`config.mk`:
```
export PLATFORM = sky130hd
export DESIGN_NAME = seq_multiplier
export DESIGN_NICKNAME = d
export VERILOG_FILES = /design/src/rtl/seq_multiplier.sv
export SDC_FILE = /design/constraint.sdc
export NUM_CORES = 1
export LEC_CHECK = 0
export BUFFER_PORTS_ARGS = -buffer_cell sky130_fd_sc_hd__buf_2
export CORE_MARGIN = 2
export CORE_UTILIZATION = 58
export CTS_CLUSTER_SIZE = 20
export DETAILED_ROUTE_END_ITERATION = 16
export PLACE_DENSITY = 0.8
export SYNTH_ARGS = -nofsm -noshare
export SYNTH_HDL_FRONTEND = slang
export SYNTH_SLANG_ARGS = --single-unit
```
`constraint.sdc`:
```
create_clock -name clk -period 5.2 [get_ports clk]
set_clock_uncertainty 0.05 [all_clocks]
set_input_delay 0.52 -clock clk [delete_from_list [all_inputs] [get_ports clk]]
set_output_delay 0.52 -clock clk [all_outputs]
set_load 0.05 [all_outputs]
```
`src/rtl/seq_multiplier.sv`:
```
// Multi-cycle shift-add multiplier for the RV32 MUL instruction.
// Returns the low WIDTH bits of rs1_data*rs2_data after exactly WIDTH busy cycles.
module seq_multiplier #(
    parameter int unsigned WIDTH = 32
) (
    input  logic             clk,
    input  logic             reset,
    input  logic             start,
    input  logic [WIDTH-1:0] rs1_data,
    input  logic [WIDTH-1:0] rs2_data,
    output logic [WIDTH-1:0] result,
    output logic             busy
);

    localparam int unsigned CNT_W = $clog2(WIDTH + 1);

    typedef enum logic {
        IDLE = 1'b0,
        RUN  = 1'b1
    } state_t;

    state_t             state_q;
    logic               busy_q;
    logic [WIDTH-1:0]   a_q;
    logic [WIDTH-1:0]   b_q;
    logic [WIDTH-1:0]   acc_q;
    logic [WIDTH-1:0]   result_q;
    logic [CNT_W-1:0]   count_q;
    logic [WIDTH-1:0]   acc_d;

    // One shift-add step; the carry out of the top bit is discarded.
    always_comb begin
        acc_d = acc_q;
        if (b_q[0]) begin
            acc_d = acc_q + a_q;
        end
    end

    always_ff @(posedge clk or posedge reset) begin
        if (reset) begin
            state_q  <= IDLE;
            busy_q   <= 1'b0;
            a_q      <= '0;
            b_q      <= '0;
            acc_q    <= '0;
            result_q <= '0;
            count_q  <= '0;
        end else begin
            case (state_q)
                IDLE: begin
                    if (start) begin
                        a_q     <= rs1_data;
                        b_q     <= rs2_data;
                        acc_q   <= '0;
                        count_q <= CNT_W'(WIDTH);
                        busy_q  <= 1'b1;
                        state_q <= RUN;
                    end
                end
                RUN: begin
                    // start is deliberately ignored here, including on the completion edge
                    acc_q   <= acc_d;
                    a_q     <= a_q << 1;
                    b_q     <= b_q >> 1;
                    count_q <= count_q - CNT_W'(1);
                    if (count_q == CNT_W'(1)) begin
                        result_q <= acc_d;
                        busy_q   <= 1'b0;
                        state_q  <= IDLE;
                    end
                end
                default: begin
                    busy_q  <= 1'b0;
                    state_q <= IDLE;
                end
            endcase
        end
    end

    assign result = result_q;
    assign busy   = busy_q;

endmodule

```
==> results of run 1 <==
==> power groups by stage <==
stage	clock, mW	sequential, mW	combinational, mW
2_1_floorplan	0	2.04	1.44
3_3_place_gp	0	1.75	2.12
3_5_place_dp	0	1.78	2.20
4_1_cts	1.21	1.77	2.22
5_1_grt	1.26	1.82	2.44
6_report	1.20	1.77	2.22
==> flip-flops by register name, summed over array words and instances, names as in the netlist <==
register and flops:
state_q 1, b_q 32, count_q 6, acc_q 32
result 32, a_q 32, busy 1
==> worst max-delay path, stage by stage (launching register included) <==
cell and delay (ps):
dfrtp_1 400, ha_1 230, fa_1 420, a21o_1 230, a221oi_4 300, o211ai_2 160
a211oi_2 330, o31a_2 230, o211ai_2 100, a221oi_2 270, xnor2_1 120, a22o_1 210
==> kinds of logic (layout without fill, tap and decap cells) <==
family	Yosys count	in the layout	synth area share, %
AOI/OAI and AO/OA	226	226	18.6
and+or+nand+nor	205	205	11.9
DFF	136	136	45.5
muxes	84	84	11.3
buffers and inverters	55	145	3.16
adders and majority gates	34	34	5.79
xor gates and xnor gates	32	32	3.75
other	0	1	0
==> per-stage QoR <==
| step | power, mW | utilization (%) | std cells | worst slack, ps | hold WS, ps |
|---|---|---|---|---|---|
| after global routing | 5.53 | 68.4 | 1034 | 1840 | 117 |
| final | 5.19 | 68.4 | 1035 | 2030 | 83.8 |
| after global placement | 3.87 | 63.7 | 1002 | 2160 | 409 |
| after floorplan | 3.48 | - | 772 | 991 | 399 |
| after detailed placement | 3.98 | 63.7 | 1002 | 2070 | 415 |
| after CTS | 5.20 | 68.4 | 1034 | 2060 | 95.4 |
==> routing by layer <==
metal | global-route usage [%] | wire (µm)
met5 | 0 | 0
met1 | 33.4 | 7790
met4 | 9.26 | 347
met2 | 43.6 | 8420
met3 | 6.98 | 975
==> layout make-up <==
class / count / area, µm²
antenna: 1 / 2.50
clock buffer: 25 / 495
clock inverter: 7 / 91.3
fill: 1011 / 3990
inverter: 7 / 28.8
multi-input combinational: 581 / 3840
sequential: 136 / 3410
tap: 172 / 215
timing repair buffer: 106 / 551
==> cell usage in the layout (no fill, tap or decap), drive strengths merged, types with 2 or more instances in the layout <==
master	Yosys	final
dfrtp	136	136
nand2	125	125
o21ai	113	113
buf	12	106
mux2i	83	83
a21oi	46	46
ha	33	33
nor2	31	31
clkbuf	36	25
a22o	22	22
xnor2	20	20
a21o	18	18
xor2	12	12
nand2b	9	9
nor3	9	9
nand3	6	6
inv	6	6
and3	6	6
clkinv	1	5
o21a	4	4
and2	4	4
a31oi	3	3
nand4	3	3
a221oi	3	3
o211ai	2	2
or3	2	2
a311o	2	2
nor2b	2	2
a2bb2oi	2	2
bufinv	0	2
a211oi	2	2
==> worst paths after layout <==
check                           cells past startpoint          to  slack (ps)
worst max register to register                     11   acc_q[30]        2030
worst min-delay path                                2     b_q[25]          80
min in group clk                                    3     b_q[31]         300
max in group asynchronous                           3     state_q        3880
worst max-delay path                               11   acc_q[30]        2030
worst min register to register                      2  result[13]         420
==> results.json, run 1 <==
{
  "status": "completed",
  "hold_viol": 0,
  "setup_viol": 0,
  "yosysWarnings": 0,
  "synth_top_cell_by_area": "dfrtp_1",
  "syn_inst": 772,
  "cts_tree": "built",
  "synth_top_area_share_pct": 45.5,
  "switching_share_pct": 42.0,
  "cellPowerDensity_nw_per_um2": 602,
  "vias": 6009,
  "io_buffers": 99,
  "cp_max_fo": 3,
  "slew_headroom_pct": 29.5,
  "syn_to_final_growth_pct": 15.4,
  "ant_nets": 0,
  "antenna_found_initial": 1,
  "syn_area_um2": 7480,
  "grt_pass1_wl_um": 29500,
  "crit_start": "a_q[0]",
  "worstPathArrival_ps": 3430,
  "grt_max_degree": 95,
  "ys_ff_latch": 136,
  "leakage_nw": 4.31,
  "ir_drop_uv": 342,
  "async_flop_share_pct": 100,
  "p_switching_mw": 2.18,
  "cts_setup_buffers": 0,
  "routedWlPerCell_um": 16.9,
  "clock_power_share_pct": 23.1,
  "place_congestion": 0.906,
  "routed_wl_um": 17500,
  "final_area_um2": 8630,
  "fin_setup_tns_ps": 0,
  "grt_pass1_vias": 6124,
  "die_h_um": 118,
  "dpl-instance-area_um2": 8040,
  "worstSkewPairLatency_ps": 430,
  "drv_slew": 0,
  "cts_buffers": 17,
  "clk_path_buf_depth": 2,
  "p_seq_share_pct": 34.2,
  "max_freq_ghz": 0.316,
  "synth_ff_type": "dfrtp_1",
  "cts_root_buffer": "clkbuf_16",
  "avgViaCountPerCell": 5.81,
  "rows": 41,
  "cts.clk_slew.worst_paths_ps": 50,
  "p_int_mw": 3.01,
  "synth_fp_nets": 873,
  "cts_resized": 0,
  "ys_seq_area_share_pct": 45.5,
  "core_area_um2": 12600,
  "hold_buffers": 0,
  "initial_core_util_pct": 59.3,
  "dr.pass1.iters": 5,
  "cp.required_ps": 5460,
  "synth_area_leaders": "dfrtp_1, mux2i_1, o21ai_0",
  "die_w_um": 118,
  "hpwl_um": 11900,
  "synth.most_common_cell": "dfrtp_1",
  "period_share_pct": 60.9,
  "pwr-share-comb_pct": 42.7,
  "critPathCaptureType": "flip-flop",
  "htreeDepth": 4,
  "cp-start-kind": "flip-flop",
  "path_class": "flip-flop to flip-flop",
  "worst_slew_pin_slew_ps": 1060,
  "syn_area_per_cell_um2": 9.69,
  "drc": 0,
  "rsz0062_at_grt": "false",
  "cts.sinks": 136,
  "pin_count": 100,
  "ys_types": 62,
  "r2r_start": "a_q[0]",
  "maxCapViolCount": 0,
  "drive_above_1_share_pct": 17.4,
  "period_needed_ps": 3170,
  "synth_common_cells": "dfrtp_1, nand2_1, o21ai_0",
  "nets": 950,
  "drt_iter0_drc": 359,
  "hold_path.class": "primary input to asynchronous set/reset pin",
  "synth_edf_count": 0,
  "dieArea_um2": 13800,
  "grt_use_total_pct": 26.3,
  "overflow": 0
}
No activity file was read; power rests on OpenSTA's default activity.
==> inputs of run 2 (changes only) <==
Settings changed: ABC_AREA from default to 1, CORE_UTILIZATION 58 to 53, PLACE_DENSITY 0.8 to 0.77.
Clock period 5.2 ns to 2.8 ns, I/O delays scaled along.
==> run 2 against run 1 <==
Design area grew 13%. Die area grew 20%. Clock power grew 87%. Utilization shrank 4.5 points. Critical path type unchanged. Non-clock buffer count grew 24. Global-route usage grew 1.5 points. Sequential power grew 93%.
==> results.json, run 2 <==
{
  "status": "completed",
  "routedWlPerCell_um": 14.7,
  "synth_area_leaders": "dfrtp_1, nand2_1, nand3_1",
  "vias": 7728,
  "routed_wl_um": 21900,
  "die_h_um": 129,
  "maxCapViolCount": 0,
  "period_share_pct": 82.4,
  "hold_path.class": "primary input to flip-flop",
  "synth.most_common_cell": "nand2_1",
  "cts.clk_slew.worst_paths_ps": 70,
  "core_area_um2": 15200,
  "max_freq_ghz": 0.433,
  "dieArea_um2": 16600,
  "r2r_start": "a_q[0]",
  "initial_core_util_pct": 54.4,
  "period_needed_ps": 2310,
  "cts_setup_buffers": 0,
  "io_buffers": 99,
  "place_congestion": 0.899,
  "cts_buffers": 17,
  "crit_start": "a_q[0]",
  "cts_root_buffer": "clkbuf_16",
  "syn_inst": 1179,
  "worstSkewPairLatency_ps": 430,
  "worst_slew_pin_slew_ps": 806,
  "clk_path_buf_depth": 2,
  "worstHoldStart": "rs2_data[3]",
  "overflow": 0,
  "fin_setup_tns_ps": 0,
  "drv_slew": 0,
  "dr.pass1.iters": 5,
  "antenna_found_initial": 0,
  "cp_max_fo": 4,
  "critPathCaptureType": "flip-flop",
  "path_class": "flip-flop to flip-flop",
  "ys_types": 34,
  "ys_seq_area_share_pct": 41.2,
  "rows": 45,
  "power_mw": 12.5,
  "leakage_nw": 5.37,
  "final_common_cell": "nand2_1",
  "drt_iter0_drc": 595,
  "hold_viol": 0,
  "synth_fp_nets": 1280,
  "grt_use_total_pct": 27.8,
  "synth_edf_count": 0,
  "cts_tree": "built",
  "cts.sinks": 136,
  "cts_resized": 0,
  "setup_viol": 0,
  "synth_ff_type": "dfrtp_1",
  "grt_pass1_wl_um": 36300,
  "yosysWarnings": 0,
  "die_w_um": 129,
  "cp.required_ps": 3060,
  "pin_count": 100,
  "rsz0062_at_grt": "false",
  "synth_common_cells": "nand2_1, inv_1, dfrtp_1",
  "nets": 1389,
  "ys_ff_latch": 136,
  "syn_area_um2": 8270,
  "cp-start-kind": "flip-flop",
  "synth_top_cell_by_area": "dfrtp_1",
  "htreeDepth": 4,
  "syn_area_per_cell_um2": 7.01,
  "drc": 0,
  "avgViaCountPerCell": 5.19,
  "antenna_cells": 0,
  "grt_pass1_vias": 7303,
  "async_flop_share_pct": 100,
  "cellPowerDensity_nw_per_um2": 1290,
  "synth_top_area_share_pct": 41.2,
  "final_cell_mix": "nand2_1, inv_1, dfrtp_1",
  "worstPathArrival_ps": 2570,
  "slew_headroom_pct": 46.3,
  "drive_above_1_share_pct": 14.9,
  "grt_max_degree": 74,
  "hpwl_um": 15600,
  "hold_buffers": 16,
  "ir_drop_uv": 749,
  "syn_to_final_growth_pct": 17.5,
  "ant_nets": 0
}
[run 2: cell types whose count changed after synthesis, moves of 13 or more]
| cell | previous run | this run |
|---|---|---|
| nand2_2 | 0 | 13 |
| a21oi_1 | 46 | 20 |
| a21o_1 | 17 | 1 |
| nand2_1 | 125 | 485 |
| mux2i_1 | 83 | 0 |
| a22o_1 | 22 | 2 |
| o21ai_0 | 109 | 35 |
| o211ai_1 | 0 | 18 |
| inv_1 | 6 | 146 |
| nand3_1 | 6 | 131 |
| clkbuf_1 | 35 | 22 |
| nor2_1 | 30 | 44 |
| or2_2 | 0 | 17 |
[run 2: power by group]
group | switching (mW) | total, mW | leakage, nW | internal, mW
Sequential | 0.614 | 3.42 | 1.72 | 2.81
Combinational | 4.60 | 6.85 | 3.36 | 2.26
Clock | 0.985 | 2.24 | 0.283 | 1.26
Total | 6.20 | 12.5 | 5.37 | 6.32
[run 2: layout make-up]
| class | count | area (µm²) |
|---|---|---|
| timing repair buffer | 130 | 793 |
| clock buffer | 17 | 425 |
| multi-input combinational | 852 | 4130 |
| clock inverter | 15 | 156 |
| fill | 1374 | 5490 |
| inverter | 151 | 571 |
| sequential | 136 | 3400 |
| tap | 188 | 235 |
[run 2: final timing paths]
check	end	slack, ps	depth (start not counted)
min in group asynchronous	result[5]	380	3
min reg2reg	result[21]	420	2
max in group asynchronous	a_q[22]	1640	4
max reg2reg	acc_q[20]	490	12
min	b_q[3]	8	3
max	acc_q[20]	490	12
[run 2: metal layers]
layer	vias to the layer above	GRT usage, %	share of wire, %
li1	3927	-	-
met1	3575	37.5	45
met2	201	45.4	47
met3	25	6.44	5.6
met4	0	7.29	1.5
met5	-	0	0
[run 2: worst max-delay path: stages, from the launching register on]
cell and delay, ps:
dfrtp_1 390, ha_1 260, fa_1 460, nand3_1 100
nand3_1 150, nand3_1 110, nand3_1 170, nand2_1 140
nand2_1 60, nand2_1 50, nand3_1 90, nand3_1 100
o21ai_1 60
[run 2: metrics by stage]
step | util, % | cell area [µm²] | std cells | hold WS, ps | setup slack (ps)
final | 63.9 | 9710 | 1489 | 8.20 | 492
after floorplan | - | 8270 | 1179 | 350 | 777
after detailed placement | 59.0 | 8970 | 1441 | 293 | 529
after global placement | 59.0 | 8970 | 1441 | 292 | 565
after CTS | 63.9 | 9710 | 1489 | 0.300 | 507
after global routing | 63.9 | 9710 | 1489 | 0.487 | 288
[run 2: logic make-up (layout without fill, tap and decap cells)]
logic type	Yosys count	count (layout)	share of synthesized area, %
and+or+nand+nor	708	708	36.1
adders and majority gates	34	34	5.24
buffers and inverters	191	313	9.08
xor gates and xnor gates	15	15	1.59
DFF	136	136	41.2
AOI/OAI and AO/OA	95	95	6.83
